### config.mk
export PLATFORM = sky130hd
export DESIGN_NAME = nonrestoring_divider
export DESIGN_NICKNAME = d
export VERILOG_FILES = /design/src/rtl/div_pkg.sv /design/src/rtl/div_datapath.sv /design/src/rtl/nonrestoring_divider.sv
export SDC_FILE = /design/constraint.sdc
export NUM_CORES = 1
export LEC_CHECK = 0
export CORE_ASPECT_RATIO = 0.6
export CORE_MARGIN = 1
export CORE_UTILIZATION = 49
export DETAILED_ROUTE_END_ITERATION = 16
export GPL_ROUTABILITY_DRIVEN = 0
export PLACE_DENSITY = 0.72
export SYNTH_ARGS = -nofsm -noshare
export SYNTH_HDL_FRONTEND = slang
export SYNTH_HIERARCHICAL = 1
export SYNTH_SLANG_ARGS = --single-unit
export TNS_END_PERCENT = 30
### constraint.sdc
create_clock -name clk -period 3.1 [get_ports clk]
set_input_delay 0.31 -clock clk [delete_from_list [all_inputs] [get_ports clk]]
set_output_delay 0.31 -clock clk [all_outputs]
set_load 0.02 [all_outputs]
### src/rtl/div_pkg.sv
// Shared types and helpers for the radix-2 non-restoring divider.
package div_pkg;

  localparam int unsigned DIV_WIDTH_DEFAULT = 16;

  typedef enum logic [2:0] {
    IDLE,
    LOAD,
    ITER,
    FIX,
    DONE
  } div_state_t;

  // Iteration counter must hold WIDTH itself.
  function automatic int unsigned cnt_width(input int unsigned width);
    return $clog2(width + 1);
  endfunction

endpackage

### src/rtl/div_datapath.sv
// A/Q/M shift-register datapath of the non-restoring divider: one
// shift-and-add/subtract iteration per strobe, plus the iteration counter.
module div_datapath
  import div_pkg::*;
#(
  parameter int unsigned WIDTH = DIV_WIDTH_DEFAULT
) (
  input  logic             clk,
  input  logic             rst,
  input  logic             ldA,
  input  logic             ldQ,
  input  logic             ldM,
  input  logic             shift,
  input  logic             addsub,
  input  logic [WIDTH-1:0] q_in,
  input  logic [WIDTH-1:0] m_in,
  output logic [WIDTH-1:0] q_out,
  output logic [WIDTH-1:0] rem_mag,
  output logic             m_zero,
  output logic             cnt_last
);

  localparam int unsigned CW = cnt_width(WIDTH);

  logic [WIDTH:0]   a_q, a_d;
  logic [WIDTH-1:0] q_q, q_d;
  logic [WIDTH-1:0] m_q, m_d;
  logic [CW-1:0]    cnt_q, cnt_d;
  logic [WIDTH:0]   m_ext, a_shl, a_sum;

  assign m_ext = {1'b0, m_q};

  // The add/subtract choice uses the sign of A before the shift; the shifted
  // value may wrap in WIDTH+1 bits but the sum lands back in range.
  always_comb begin
    a_shl = {a_q[WIDTH-1:0], q_q[WIDTH-1]};
    a_sum = a_q[WIDTH] ? (a_shl + m_ext) : (a_shl - m_ext);
    a_d   = a_q;
    q_d   = q_q;
    m_d   = m_q;
    cnt_d = cnt_q;
    if (ldA) a_d = '0;
    if (ldQ) begin
      q_d   = q_in;
      cnt_d = CW'(WIDTH);
    end
    if (ldM) m_d = m_in;
    if (shift) begin
      a_d   = a_shl;
      q_d   = {q_q[WIDTH-2:0], 1'b0};
      cnt_d = cnt_q - 1'b1;
      if (addsub) begin
        a_d    = a_sum;
        q_d[0] = ~a_sum[WIDTH];
      end
    end
  end

  always_ff @(posedge clk) begin
    if (!rst) begin
      a_q   <= '0;
      q_q   <= '0;
      m_q   <= '0;
      cnt_q <= '0;
    end else begin
      a_q   <= a_d;
      q_q   <= q_d;
      m_q   <= m_d;
      cnt_q <= cnt_d;
    end
  end

  assign q_out    = q_q;
  assign rem_mag  = a_q[WIDTH] ? (a_q[WIDTH-1:0] + m_q) : a_q[WIDTH-1:0];
  assign m_zero   = (m_q == '0);
  assign cnt_last = (cnt_q == CW'(1));

endmodule

### src/rtl/nonrestoring_divider.sv
// Sequential radix-2 non-restoring divider with start/busy/done handshake.
// Define DIV_SIGNED_EN for two's-complement operands and results.
module nonrestoring_divider
  import div_pkg::*;
#(
  parameter int unsigned WIDTH = DIV_WIDTH_DEFAULT
) (
  input  logic             clk,
  input  logic             rst,
  input  logic             start,
  input  logic [WIDTH-1:0] dividend,
  input  logic [WIDTH-1:0] divisor,
  output logic             busy,
  output logic             done,
  output logic [WIDTH-1:0] quotient,
  output logic [WIDTH-1:0] remainder,
  output logic             div_by_zero
);

  div_state_t       state_q;
  logic             busy_q, done_q, dbz_q;
  logic [WIDTH-1:0] quot_q, rem_q, dvd_q, dvs_q;
  logic [WIDTH-1:0] dvd_mag, dvs_mag, q_mag, r_mag, quot_fix, rem_fix;
  logic             m_zero, cnt_last, ld, it;

`ifdef DIV_SIGNED_EN
  logic q_neg_q, r_neg_q;

  assign dvd_mag  = dvd_q[WIDTH-1] ? -dvd_q : dvd_q;
  assign dvs_mag  = dvs_q[WIDTH-1] ? -dvs_q : dvs_q;
  assign quot_fix = q_neg_q ? -q_mag : q_mag;
  assign rem_fix  = r_neg_q ? -r_mag : r_mag;
`else
  assign dvd_mag  = dvd_q;
  assign dvs_mag  = dvs_q;
  assign quot_fix = q_mag;
  assign rem_fix  = r_mag;
`endif

  assign ld = (state_q == LOAD);
  assign it = (state_q == ITER);

  div_datapath #(
    .WIDTH(WIDTH)
  ) u_dp (
    .clk     (clk),
    .rst     (rst),
    .ldA     (ld),
    .ldQ     (ld),
    .ldM     (ld),
    .shift   (it),
    .addsub  (it),
    .q_in    (dvd_mag),
    .m_in    (dvs_mag),
    .q_out   (q_mag),
    .rem_mag (r_mag),
    .m_zero  (m_zero),
    .cnt_last(cnt_last)
  );

  always_ff @(posedge clk) begin
    if (!rst) begin
      state_q <= IDLE;
      busy_q  <= 1'b0;
      done_q  <= 1'b0;
      dbz_q   <= 1'b0;
      quot_q  <= '0;
      rem_q   <= '0;
      dvd_q   <= '0;
      dvs_q   <= '0;
`ifdef DIV_SIGNED_EN
      q_neg_q <= 1'b0;
      r_neg_q <= 1'b0;
`endif
    end else begin
      done_q <= 1'b0;
      case (state_q)
        IDLE: begin
          if (start) begin
            dvd_q   <= dividend;
            dvs_q   <= divisor;
            busy_q  <= 1'b1;
            state_q <= LOAD;
          end
        end
        LOAD: begin
`ifdef DIV_SIGNED_EN
          q_neg_q <= dvd_q[WIDTH-1] ^ dvs_q[WIDTH-1];
          r_neg_q <= dvd_q[WIDTH-1];
`endif
          state_q <= ITER;
        end
        ITER: begin
          if (cnt_last) state_q <= FIX;
        end
        FIX: begin
          state_q <= DONE;
          busy_q  <= 1'b0;
          done_q  <= 1'b1;
          dbz_q   <= m_zero;
          // Zero divisor reports the untouched original dividend.
          if (m_zero) begin
            quot_q <= '1;
            rem_q  <= dvd_q;
          end else begin
            quot_q <= quot_fix;
            rem_q  <= rem_fix;
          end
        end
        DONE:    state_q <= IDLE;
        default: state_q <= IDLE;
      endcase
    end
  end

  assign busy        = busy_q;
  assign done        = done_q;
  assign quotient    = quot_q;
  assign remainder   = rem_q;
  assign div_by_zero = dbz_q;

endmodule
# Yosys cells after proc, flatten, opt, wreduce, memory -nomap -nowiden
# Cells that the tools add are included.
# word_totals
wordCells	46
output_inout_bits	35
register_bits	124
# op_classes
n_reduce_logical	7
bitwise	1
mux	16
add_sub_neg	4
n_eq_ne	6
# ops
cell	count
two-way mux 16 bit	5
two-way mux 17 bit	3
adder 17 x 16 -> 17 bit	1
subtractor 17 x 16 -> 17 bit	1
adder 16 bit	1
zero test 16 bit	1
case mux 3 bit (4 select lines)	1
two-way mux 5 bit	2
equality test 3 x 2 -> 1 bit, second input constant	2
two-way mux 3 bit	2
AND reduction 2 bit	3
equality test 5 x 1 -> 1 bit, second input constant	1
subtractor 5 x 1 -> 5 bit, second input constant	1
nonzero test 2 bit	2
equality test 3 x 1 -> 1 bit, second input constant	1
zero test 3 bit	1
two-way mux 1 bit	2
inequality test 2 x 1 -> 1 bit, second input constant	1
inequality test 2 bit, second input constant	1
case mux 1 bit (2 select lines)	1
NOT 1 bit	1

# Logic depth before layout (Yosys ltp)
# depth
ltp_word	4
mapped_depth	16
depth_no_buf	15

# Hierarchy
# Netlist, hierarchy kept.
# by_module_without_submodules
mod	area_per_inst_um2	n_inst	cells_each
div_datapath	4379.2	1	551
nonrestoring_divider	2778.9	1	310

# Worst setup path before layout
# No wires, ideal clock.
# synth_timing
path_type	register to register
startpoint	register u_dp.m_q[1]
endpoint	register u_dp.a_q[15]
t_arrival_ns	3.162
path_stages_with_launch	17
setup_ns	0.136
setup_slack_ns	-0.198
cell_sequence	dfxtp_1 inv_1 ha_1 or4b_4 nor4_4 a21oi_1 xor2_1 ha_1 clkbuf_1 a21oi_1 o21ai_1 a211oi_1 nor2_1 o21a_1 a211oi_1 xor2_1 a31oi_1
# synth_between
elab_chain_len	3
word_cells_on_any_way	4
cone_classes	add/sub: 2; mux: 2
# synth_rtl
element	line_no	rtl
start, declared	div_datapath.sv:27	logic [WIDTH-1:0] m_q, m_d;
start signal, assigned	div_datapath.sv:68	m_q <= m_d;
subtractor 17 x 16 -> 17 bit or adder 17 x 16 -> 17 bit (tied branches)	div_datapath.sv:37	a_sum = a_q[WIDTH] ? (a_shl + m_ext) : (a_shl - m_ext);
two-way mux 17 bit (*)	div_datapath.sv:37	
two-way mux 17 bit (*)	div_datapath.sv:48	if (shift) begin
end signal, assigned	div_datapath.sv:61	a_q <= '0;
end signal, assigned	div_datapath.sv:66	a_q <= a_d;
end, declared	div_datapath.sv:25	logic [WIDTH:0] a_q, a_d;
# Every way passes the cells marked *; elsewhere a longest branch is shown, timed or not.
# A chain may end at the register's enable or synchronous reset.

# Worst setup path in the final report
# Same ends and word-level chain as after synthesis.

==> flow_metrics.env <==
export IMPL_run_status="complete, but fails checks"
export IMPL_violations="negative setup slack"
export IMPL_cp_cell_sequence="inv_2, ha_4, or4b_4, nor4_4, a21oi_1, xor2_1, ha_1, a21oi_2, o21ai_1, a211oi_1, nor2_1, o21a_1, a211oi_2, xor2_1, a31oi_1"
export IMPL_syn_inst=861
export IMPL_reg2reg_depth=15
export IMPL_core_area_sq_um=13960
export IMPL_grt_start_max_net_pins=95
export IMPL_clock_fmax_mhz=318.9
export IMPL_cp_arrival_ns=3.42
export IMPL_cp_slowest_cell="or4b_4"
export IMPL_diodes=0
export IMPL_clkLatencyLatePin_ns=0.41
export IMPL_fin_setup_tns_ns=-0.08649
export IMPL_fp_dieH_um=95.62
export IMPL_synth_area_top_cells="dfxtp_1 35%, mux2i_1 7.4%, nand2_1 6.0%"
export IMPL_fin_ws_ns=-0.03584
export IMPL_synthesis_nets=932
export IMPL_path_common_cell="xor2_1"
export IMPL_p_comb_frac=0.193
export IMPL_end_kind="flop"
export IMPL_wl_um=19870
export IMPL_timing_rr_start="u_dp/m_q[1]"
export IMPL_num_vias=6471
export IMPL_multi_input_area_sq_um=4422
export IMPL_yosysTopAreaCellShare=0.3468
export IMPL_finalSetupViolCount=3
export IMPL_hold_path_class="input pin to flop"
export IMPL_cts_buffers=17
export IMPL_critPathKind="flop to flop"
export IMPL_yosys_area_top_type="dfxtp_1"
export IMPL_hold_buffers=0
export IMPL_r2r_end="u_dp/a_q[15]"
export IMPL_grt_setup_unrepaired="true"
export IMPL_seq_power_share=0.360
export IMPL_slew_viol_final=0
export IMPL_pre_cts_ws_ns=-0.06968
export IMPL_max_cap_violations=0
export IMPL_slew_headroom=0.4658
export IMPL_dp_cells=1113
export IMPL_htreeDepth=4
export IMPL_worst_pin_slew_ns=0.7983
export IMPL_synth_edf_count=0
export IMPL_synth_seq_cells=124
export IMPL_synth_cell_types=67
export IMPL_hold_path_end="u_dp/a_q[8]"
export IMPL_fin_crit_ns=3.136
export IMPL_die_w_um=158.0
export IMPL_die_area_sq_um=15110
export IMPL_r2r_slack_ns=-0.04
export IMPL_first_pass_iters=6
export IMPL_powerDensity_nw_per_um2=543.7
export IMPL_track_usage=0.2721
export IMPL_power_internal_mw=3.478
export IMPL_overflow=0
export IMPL_cts_sinks=124
export IMPL_holdCritStartpoint="rst"
export IMPL_power_total_mw=4.903
export IMPL_synth_warnings=6
export IMPL_start_util=0.5129
export IMPL_required_ns=3.38
export IMPL_antenna_found_initial=0
export IMPL_post_route_period_util=1.012
export IMPL_hold_depth=3
export IMPL_cts_tree="yes"
export IMPL_avgSynthCellArea_sq_um=8.314
export IMPL_clkTransAtPathRegs_ns=0.06
export IMPL_cpPeakStageDelay_ns=0.47
export IMPL_via_per_inst=5.612
export IMPL_vdd_ir_drop_max_v=0.0002823
export IMPL_power_switching_mw=1.426
export IMPL_final_cell_mix="119 x dfxtp_1, 114 x nand2_1, 71 x nor2_1"
export IMPL_drc=0
export IMPL_finalNonFillerCells=1153
export IMPL_drive_gt1_frac=0.1488
export IMPL_wire_per_inst_um=17.23
export IMPL_p_leak_nw=4.003
export IMPL_drt_initial_drc_count=835
export IMPL_nets=1019
export IMPL_fillers=1235
export IMPL_grt_pass1_vias=5556
export IMPL_crit_path_max_fanout=4
export IMPL_ant_nets=0
export IMPL_yosysSeqAreaShare=0.3468
export IMPL_hold_viol_final=0
export IMPL_syn_to_final_growth_pct=25.97
export IMPL_num_rows=33
export IMPL_ys_flop_type="dfxtp_1"
export IMPL_place_hpwl_um=14040
export IMPL_cts_max_path_buffers=2
export IMPL_io_buffers=69
export IMPL_p_sw_frac=0.2907
export IMPL_grt_first_pass_wirelength_um=30750
export IMPL_critPathLaunchType="flop"
export IMPL_ios=70
export IMPL_cts_root_buf="clkbuf_16"
export IMPL_seqCellArea_sq_um=2489
export IMPL_skew_ns=0.01173
export IMPL_syn_area_sq_um=7158
export IMPL_synthArstFlopShare=0
export IMPL_clkPwrFrac=0.447
export IMPL_final_common_cell="dfxtp_1"
-- cell type report --
class	count	share of cell area
inverters	19	0.007909
repair buffers	127	0.1277
clock inverters	14	0.02276
multi-input cells	659	0.4904
flip-flops and latches	124	0.2760
clock buffers	18	0.04870
well taps	192	0.02664
-- logic make-up after synthesis --
family	synth area share
adder cells (fa/ha/maj)	0.06502
flip-flops	0.3468
buffers and inverters	0.04999
AND/OR/NAND/NOR	0.1973
AO/OA/AOI/OAI	0.1879
multiplexers	0.09771
XOR/XNOR	0.05524
-- repair_timing --
item | CTS | global route
gates resized for setup | 3 | 19
setup buffers | 3 | 5
pin swaps | 4 | 13
setup endpoints to repair | 4 | 9
-- how the worst max path moves through the flow --
| stage | from | end | slack (ns) | cells after the start |
|---|---|---|---|---|
| detailed placement | u_dp/m_q[1] | u_dp/a_q[15] | -0.07 | 15 |
| floorplan | u_dp/m_q[1] | u_dp/a_q[15] | -0.05 | 16 |
| global route | u_dp/m_q[1] | u_dp/a_q[15] | -0.25 | 15 |
| CTS | u_dp/m_q[1] | u_dp/a_q[15] | -0.002 | 15 |
| global placement | u_dp/m_q[0] | u_dp/a_q[15] | -0.03 | 15 |
| finish | u_dp/m_q[1] | u_dp/a_q[15] | -0.04 | 15 |
-- critical path: cells and delay by family (launching register included) --
| kind | cells | cell delay [ns] |
|---|---|---|
| AO/OA/AOI/OAI | 7 | 1.06 |
| AND/OR/NAND/NOR | 3 | 0.77 |
| adder cells (fa/ha/maj) | 2 | 0.47 |
| flip-flops | 1 | 0.32 |
| XOR/XNOR | 2 | 0.32 |
| buffers and inverters | 1 | 0.07 |
-- per-layer routing --
layer  track usage  vias to the layer above  wire [um]
met2        0.3458                      273       7387
met1        0.4379                     2977      10450
met3       0.06727                       15       1901
li1              -                     3206          -
met4       0.05929                        0        125
met5             0                        -          0
-- state kept, by name, summed over array words and instances (netlist names) --
name         count
div_by_zero      1
u_dp/m_q        16
remainder       16
u_dp/q_out      16
state_q          3
dvd_mag         16
u_dp/a_q        17
busy             1
u_dp/cnt_q       5
quotient        16
dvs_mag         16
done             1
-- per-stage QoR --
stage,hold WS (ns),utilization,area (sq um)
floorplan,0.4356,-,7192
global placement,0.4411,0.5898,8232
detailed placement,0.4497,0.5898,8232
CTS,0.2977,0.6382,8907
global route,0.3451,0.6461,9017
finish,0.3172,0.6461,9017
-- synthesized netlist by cell type, drive strengths merged, types with 7 or more instances --
cell,number
mux2i,53
a21oi,49
o21ai,79
a31oi,7
a21o,13
xor2,25
clkbuf,38
xnor2,18
o211ai,17
buf,21
inv,18
nor2b,23
mux2,15
nor3,10
nor2,73
ha,34
nand2,115
dfxtp,124
nand3,43
o211a,17
-- power groups by stage --
| stage | Sequential (mW) | Combinational [mW] | Clock [mW] |
|---|---|---|---|
| CTS | 1.76 | 0.911 | 2.21 |
| global placement | 1.79 | 0.880 | 0 |
| detailed placement | 1.79 | 0.892 | 0 |
| global route | 1.77 | 1.03 | 2.29 |
| finish | 1.76 | 0.947 | 2.19 |
| floorplan | 1.78 | 0.627 | 0 |
(Power assumes the default switching activity.)
